## src/rtl/bus_ram_responder.sv

```systemverilog
// Bus responder: word-addressed RAM plus control registers, programmable grant delay,
// 1-cycle registered read data, saturating write counter with level watermark interrupt.
module bus_ram_responder #(
  parameter int DEPTH     = 64,
  parameter int GRANT_DLY = 1
) (
  input  logic        clk,
  input  logic        reset,
  input  logic        M_req,
  input  logic        M_wr,
  input  logic [7:0]  M_address,
  input  logic [31:0] M_dout,
  output logic        M_grant,
  output logic [31:0] M_din,
  output logic        interrupt
);

  localparam int AW = $clog2(DEPTH);
  localparam logic [7:0] ADDR_STATUS = 8'h40;
  localparam logic [7:0] ADDR_WMARK  = 8'h4A;
  localparam logic [7:0] ADDR_IRQ_EN = 8'h4B;
  localparam logic [7:0] ADDR_CLEAR  = 8'h4C;
  localparam logic [7:0] RAM_LIMIT   = 8'(DEPTH);

  typedef enum logic [1:0] {
    ST_IDLE,
    ST_WAIT,
    ST_GRANTED
  } state_t;

  state_t      r_state;
  state_t      w_state_nxt;
  logic [3:0]  r_wait_cnt;
  logic [3:0]  w_wait_cnt_nxt;
  logic        r_grant;

  logic [31:0] r_mem [DEPTH];
  logic [7:0]  r_wcnt;
  logic [7:0]  r_wmark;
  logic        r_irq_en;
  logic        r_irq;
  logic [31:0] r_din;

  logic          w_access;
  logic          w_wr_acc;
  logic          w_rd_acc;
  logic          w_ram_hit;
  logic [AW-1:0] w_ram_idx;
  logic          w_irq_pending;
  logic [31:0]   w_rd_dat;

  // ---------------- grant FSM ----------------
  always_ff @(posedge clk) begin
    if (reset) begin
      r_state    <= ST_IDLE;
      r_wait_cnt <= 4'd0;
      r_grant    <= 1'b0;
    end else begin
      r_state    <= w_state_nxt;
      r_wait_cnt <= w_wait_cnt_nxt;
      r_grant    <= (w_state_nxt == ST_GRANTED);
    end
  end

  always_comb begin
    w_state_nxt    = r_state;
    w_wait_cnt_nxt = r_wait_cnt;
    if (!M_req) begin
      w_state_nxt = ST_IDLE;
    end else begin
      case (r_state)
        ST_IDLE: begin
          if (GRANT_DLY == 0) begin
            w_state_nxt = ST_GRANTED;
          end else begin
            w_state_nxt    = ST_WAIT;
            w_wait_cnt_nxt = 4'(GRANT_DLY - 1);
          end
        end
        ST_WAIT: begin
          if (r_wait_cnt == 4'd0) begin
            w_state_nxt = ST_GRANTED;
          end else begin
            w_wait_cnt_nxt = r_wait_cnt - 4'd1;
          end
        end
        default: w_state_nxt = r_state;
      endcase
    end
  end

  assign M_grant = r_grant;

  // ---------------- access decode ----------------
  // A reset edge never performs an access, even if grant was still high.
  assign w_access  = M_req & r_grant & ~reset;
  assign w_wr_acc  = w_access & M_wr;
  assign w_rd_acc  = w_access & ~M_wr;
  assign w_ram_hit = (M_address < RAM_LIMIT);
  assign w_ram_idx = M_address[AW-1:0];

  assign w_irq_pending = (r_wmark != 8'd0) && (r_wcnt >= r_wmark);

  always_comb begin
    w_rd_dat = 32'h0;
    if (w_ram_hit) begin
      w_rd_dat = r_mem[w_ram_idx];
    end else begin
      case (M_address)
        ADDR_STATUS: w_rd_dat = {23'b0, w_irq_pending, r_wcnt};
        ADDR_WMARK:  w_rd_dat = {24'b0, r_wmark};
        ADDR_IRQ_EN: w_rd_dat = {31'b0, r_irq_en};
        default:     w_rd_dat = 32'h0;
      endcase
    end
  end

  // ---------------- storage ----------------
  always_ff @(posedge clk) begin
    if (w_wr_acc && w_ram_hit) begin
      r_mem[w_ram_idx] <= M_dout;
    end
  end

  always_ff @(posedge clk) begin
    if (reset) begin
      r_wcnt   <= 8'd0;
      r_wmark  <= 8'd0;
      r_irq_en <= 1'b0;
      r_irq    <= 1'b0;
      r_din    <= 32'h0;
    end else begin
      if (w_wr_acc && (M_address == ADDR_WMARK)) begin
        r_wmark <= M_dout[7:0];
      end
      if (w_wr_acc && (M_address == ADDR_IRQ_EN)) begin
        r_irq_en <= M_dout[0];
      end
      if (w_wr_acc && (M_address == ADDR_CLEAR)) begin
        r_wcnt <= 8'd0;
      end else if (w_wr_acc && w_ram_hit && (r_wcnt != 8'hFF)) begin
        r_wcnt <= r_wcnt + 8'd1;
      end
      if (w_rd_acc) begin
        r_din <= w_rd_dat;
      end
      // Sampled from current register state, so it lags the triggering write by one edge.
      r_irq <= r_irq_en & w_irq_pending;
    end
  end

  assign M_din     = r_din;
  assign interrupt = r_irq;

endmodule

```

## config.mk

```make
export PLATFORM = sky130hd
export DESIGN_NAME = bus_ram_responder
export DESIGN_NICKNAME = d
export VERILOG_FILES = /design/src/rtl/bus_ram_responder.sv
export SDC_FILE = /design/constraint.sdc
export NUM_CORES = 2
export LEC_CHECK = 0
export ABC_AREA = 1
export BUFFER_PORTS_ARGS = -buffer_cell sky130_fd_sc_hd__buf_2
export CORE_ASPECT_RATIO = 0.9
export CORE_MARGIN = 3
export CORE_UTILIZATION = 30
export DETAILED_ROUTE_END_ITERATION = 8
export PLACE_DENSITY_LB_ADDON = 0.08
export SLEW_MARGIN = 20
export SYNTH_ARGS = -nofsm -noshare
export SYNTH_HDL_FRONTEND = slang
export SYNTH_SLANG_ARGS = --single-unit
```

## constraint.sdc

```tcl
create_clock -name clk -period 6.3 [get_ports clk]
set_input_delay 1.26 -clock clk [delete_from_list [all_inputs] [get_ports clk]]
set_output_delay 1.26 -clock clk [all_outputs]
set_load 0.05 [all_outputs]
```

# == After elaboration in Yosys (flattened, before gate mapping) ==
# Memories as Yosys holds them, arrays and structs flattened.
# Cells that the tools add are included.
# Widths: inputs -> output; s select.
# totals
mem_count,1
output_inout_bits,34
input_bits,44
elab_cells,49
regBits,57
ram_bits,2048
# classes
order_cmp,2
n_eq_ne,8
n_addsub,2
reduce_logical,12
n_mux,9
bitwise_logic,7
# mem_list
name,depth,width,rd,rd_ports_with_merged_regs,wr,line_no,text
r_mem,64,32,1,0,1,37,logic [31:0] r_mem [DEPTH];
# op_table
cell,count
$eq 8x7->1 const B,4
$mux 32,1
$pmux 9 s3,1
$add 8x1->8 const B,1
$ge 8x8->1,1
$lt 8x7->1 const B,1
$ne 8x8->1 const B,1
$pmux 4 s2,1
$reduce_bool 8->1,1
$logic_and 1x1->1,6
$and 1x1->1,5
$logic_not 4->1,1
$mux 2,2
$mux 4,1
$pmux 2 s2,1
$sub 4x1->4 const B,1
$reduce_and 3->1,1
$eq 2x1->1 const B,1
$eq 2x2->1 const B,1
$logic_not 2->1,1
$mux 1,2
$ne 2x2->1 const B,1
$not 1->1,2
$reduce_bool 2->1,1
$reduce_or 2->1,1

# == Depth between registers and ports, before layout ==
# depth
word_depth,6
ltp_mapped,19
mapped_depth_nobuf,15

# == Worst setup path before layout ==
# Ideal clock, no wire load.
# synth_timing
path_type,input -> register
startpoint,input port M_address[4]
endpoint,"memory r_mem[0][0], enable pin"
required_time_ns,5.798
setup_slack_ns,0.539
arrival_ns,5.260
setup_time_ns,0.502
n_path_buf,1
stages,6
cell_sequence,nor2_2 inv_1 nor2_1 buf_2 inv_1 nor4_1
# synth_between
elab_chain_len,4
# synth_lines
element,line_no,text
start: declaration,11,"input logic [7:0] M_address,"
$lt 8x7->1,99,assign w_ram_hit = (M_address < RAM_LIMIT);
$logic_and 1x1->1,120,if (w_wr_acc && w_ram_hit) begin
$mux 1,120,
$mux 1 (not written as such),121,r_mem[w_ram_idx] <= M_dout;
end: declaration,37,
# Parallel ways exist; a longest one is shown, timed or not.

# == Worst setup path in the final report ==
# layout_timing
startpoint,input port reset
endpoint,"memory r_mem[38][21], enable pin"
# layout_between
elab_chain_len,6
# layout_lines
element,line_no,text
start: declaration,8,"input logic reset,"
$not 1->1,96,assign w_access = M_req & r_grant & ~reset;
$and 1x1->1,96,
$and 1x1->1,97,assign w_wr_acc = w_access & M_wr;
$logic_and 1x1->1,120,
$mux 1,120,
$mux 1 (not written as such),121,
# Every way passes these cells.

==> impl_metrics.py <==
metrics = {
    "sta": {
        "max_slew_margin": 0.241,
        "hold_viol_final": 0,
        "final_max_slew_viol_count": 0,
        "finalSetupTns_ns": 0,
        "clock_skew_ns": 0.0569,
        "timing.final.crit_share": 0.653,
        "setup_viol": 0,
        "period_needed_ns": 4.11,
        "worst_pin_slew_ns": 1.14,
        "fmax_mhz": 243,
        "rsz0062_at_grt": "no",
    },
    "critical_path": {
        "required_ns": 6.87,
        "cp-end-kind": "flip-flop",
        "worst_ep_arrival_time_ns": 4.69,
        "worstPathMaxFanout": 32,
        "worst_r2r_endpoint": "r_mem[38][21]$_DFFE_PP_",
        "r2r_slack_ns": 2.91,
        "cp-start-kind": "primary input",
        "timing.rr.start": "M_grant$_SDFF_PP0_",
        "r2r_cells": 8,
        "worst-setup-path-type": "in -> reg",
    },
    "logic_synthesis": {
        "synth-async-reset-ratio": 0,
        "ys_seq_area_frac": 0.735,
        "synthDistinctLibCells": 39,
        "syn-num-nets": 7651,
        "synth-main-ff-cell": "edfxtp_1",
        "synth_area_per_cell_um2": 11.2,
        "synthCells": 7596,
        "syn_area_um2": 85200,
        "synth_edf_count": 2048,
        "synth.ff_latch_count": 2105,
        "yosysWarningCount": 0,
    },
    "worst_hold_path": {
        "min_path_cells": 2,
        "min_path_type": "reg -> reg",
        "holdPathEnd": "r_wait_cnt[0]$_SDFFE_PP0P_",
        "hp-start": "r_wait_cnt[0]$_SDFFE_PP0P_",
    },
    "cells_and_area": {
        "nNetsFinal": 7805,
        "drive_gt1_frac": 0.0866,
        "area_growth_pct": 15.3,
        "fin_util": 0.350,
        "fillers": 28079,
    },
    "detailed_routing": {
        "vias_per_cell": 4.75,
        "route.vias.total": 55354,
        "antenna_left": 0,
        "drc": 0,
        "drt-initial-drc-count": 5192,
        "wl_um": 310000,
        "wire_per_inst_um": 26.6,
        "dr.pass1.iters": 7,
    },
    "placement": {
        "place_hpwl_um": 180000,
        "gp_congestion": 0.856,
        "portBuffers": 77,
    },
    "floorplanning": {
        "die_y_um": 511,
        "rows": 184,
        "core_um2": 281000,
        "ioPinCount": 78,
        "die_w_um": 568,
        "initial_utilization": 0.303,
        "die_area_um2": 290000,
    },
    "clocking": {
        "cts.sinks": 2105,
        "cts_tree": "done",
        "htree_levels": 4,
        "hold_buffers": 0,
        "clock_latency_ns": 0.90,
        "clk_pin_slew_ns": 0.06,
        "cts_buffers": 235,
        "clockRootBuffer": "clkbuf_16",
        "cts_setup_buffers": 0,
        "ctsResizeCount": 0,
        "cts_buffer_depth": 4,
    },
    "pwr": {
        "p_int_uw": 23000,
        "switching_power_uw": 7070,
        "clock_power_share": 0.431,
        "p_leak_uw": 0.0365,
        "p_sw_frac": 0.235,
        "pwr_density_cell_nw_per_um2": 306,
        "peakVddDrop_uv": 235,
        "p_seq_frac": 0.511,
        "combPwrFrac": 0.058,
    },
    "grt": {
        "antenna_found_initial": 27,
        "grt_pass1_vias": 54133,
        "grt_pass1_wl_um": 432000,
        "grt_max_degree": 117,
        "grtUsageTotal": 0.209,
        "grt_overflow": 0,
    },
    "outcome": {
        "status": "complete, no violations",
    },
    "job": {
        "drv_cap": 0,
    },
}
-- stage by stage --
step / setup slack [ns] / std cells / area [um2] / hold WS (ns) / power [uW]
after global placement: 0.814 / 11233 / 91100 / 0.457 / 17400
after global routing: 2.03 / 11655 / 98200 / 0.515 / 31100
after detailed placement: 1.26 / 11233 / 91100 / 0.474 / 17400
after CTS: 2.23 / 11653 / 98200 / 0.483 / 30400
after floorplan: 0.539 / 7596 / 85200 / 0.437 / 16500
final: 2.19 / 11663 / 98200 / 0.481 / 30100
-- synth_stat cells (2+ instances only) --
cell / n / area, um2
nand2_1: 2971 / 11200
edfxtp_1: 2048 / 61500
nor2_1: 803 / 3010
a21oi_1: 399 / 2000
inv_1: 291 / 1090
o21ai_0: 257 / 1290
buf_2: 220 / 1100
nand3_1: 192 / 961
clkbuf_1: 102 / 383
o21ai_1: 84 / 420
dfxtp_1: 57 / 1140
nor3_1: 30 / 150
buf_1: 28 / 105
buf_4: 24 / 180
or2_0: 19 / 119
ha_1: 11 / 138
or2_2: 9 / 56.3
a221oi_1: 7 / 61.3
nand4_1: 7 / 43.8
inv_2: 6 / 22.5
buf_6: 4 / 45.0
nor2_2: 4 / 25.0
nor4_1: 4 / 25.0
clkinv_1: 2 / 7.51
o21bai_1: 2 / 15.0
xor2_1: 2 / 17.5
-- worst max-delay path, stage by stage --
cell and delay (ns):
buf_2 0.36, inv_2 0.35, nand2_1 0.16, nor3_2 0.29
nand2_1 0.28, inv_2 0.30, nand3_1 0.35, buf_4 0.36
nor2_4 0.58, buf_4 0.33
-- worst max path at each step --
stage	from	depth (start not counted)	endpoint	slack [ns]
floorplan	M_address[4]	6	r_mem[0][0]$_DFFE_PP_	0.54
global placement	reset	9	r_mem[36][29]$_DFFE_PP_	0.81
detailed placement	reset	9	r_mem[36][24]$_DFFE_PP_	1.26
CTS	reset	10	r_mem[38][21]$_DFFE_PP_	2.23
global route	reset	10	r_mem[38][21]$_DFFE_PP_	2.03
finish	reset	10	r_mem[38][21]$_DFFE_PP_	2.19
-- cells by family after synthesis --
family / Yosys count / share of synthesized area
simple gates: 4047 / 0.183
fa+ha+maj: 11 / 0.00162
buf+inv: 677 / 0.0345
flops: 2105 / 0.735
xor+xnor: 2 / 0.000206
compound gates: 754 / 0.0449
-- cells in the final DEF, fill, tap and decap left out, types with 19 or more instances in the layout --
cell / instances
clkbuf_16: 237
o21ai_1: 84
clkbuf_1: 60
dfxtp_1: 57
o21ai_0: 257
buf_12: 37
inv_1: 290
buf_2: 55
nor2_1: 738
nand2_1: 2970
edfxtp_1: 2048
clkinv_1: 64
clkinv_2: 40
nor2_4: 69
a21oi_1: 399
nand3_1: 192
or2_0: 19
buf_4: 199
nor3_1: 29
-- sequential cells by signal, indices dropped and copies added (netlist names) --
name and cells:
M_grant 1, r_wait_cnt 4, r_mem 2048, M_din 32, r_irq_en 1, r_wcnt 8, interrupt 1, r_wmark 8
r_state 2
-- cell type report --
type                    count  area, um2  share of cell area
diodes                     10       25.0            0.000255
flip-flops and latches   2105      62600               0.638
repair buffers            295       2560              0.0261
clock buffers             297       6160              0.0627
multi-input cells        4814      20100               0.205
inverters                 299       1160              0.0118
well taps                3720       4650              0.0474
clock inverters           123        876             0.00892
-- power groups by stage --
stage / sequential [uW] / combinational (uW) / clock [uW]
detailed placement: 15700 / 1790 / 0
finish: 15400 / 1750 / 12900
floorplan: 15700 / 810 / 0
global placement: 15700 / 1780 / 0
global route: 15400 / 1920 / 13800
CTS: 15400 / 1790 / 13300
-- layer usage --
| layer | wire length, um | GRT usage | share of wire |
|---|---|---|---|
| met5 | 0 | 0 | 0 |
| met4 | 7920 | 0.0525 | 0.026 |
| met3 | 14100 | 0.0267 | 0.045 |
| met2 | 144000 | 0.338 | 0.46 |
| met1 | 144000 | 0.298 | 0.47 |
Power figures use the tool's default switching activity.
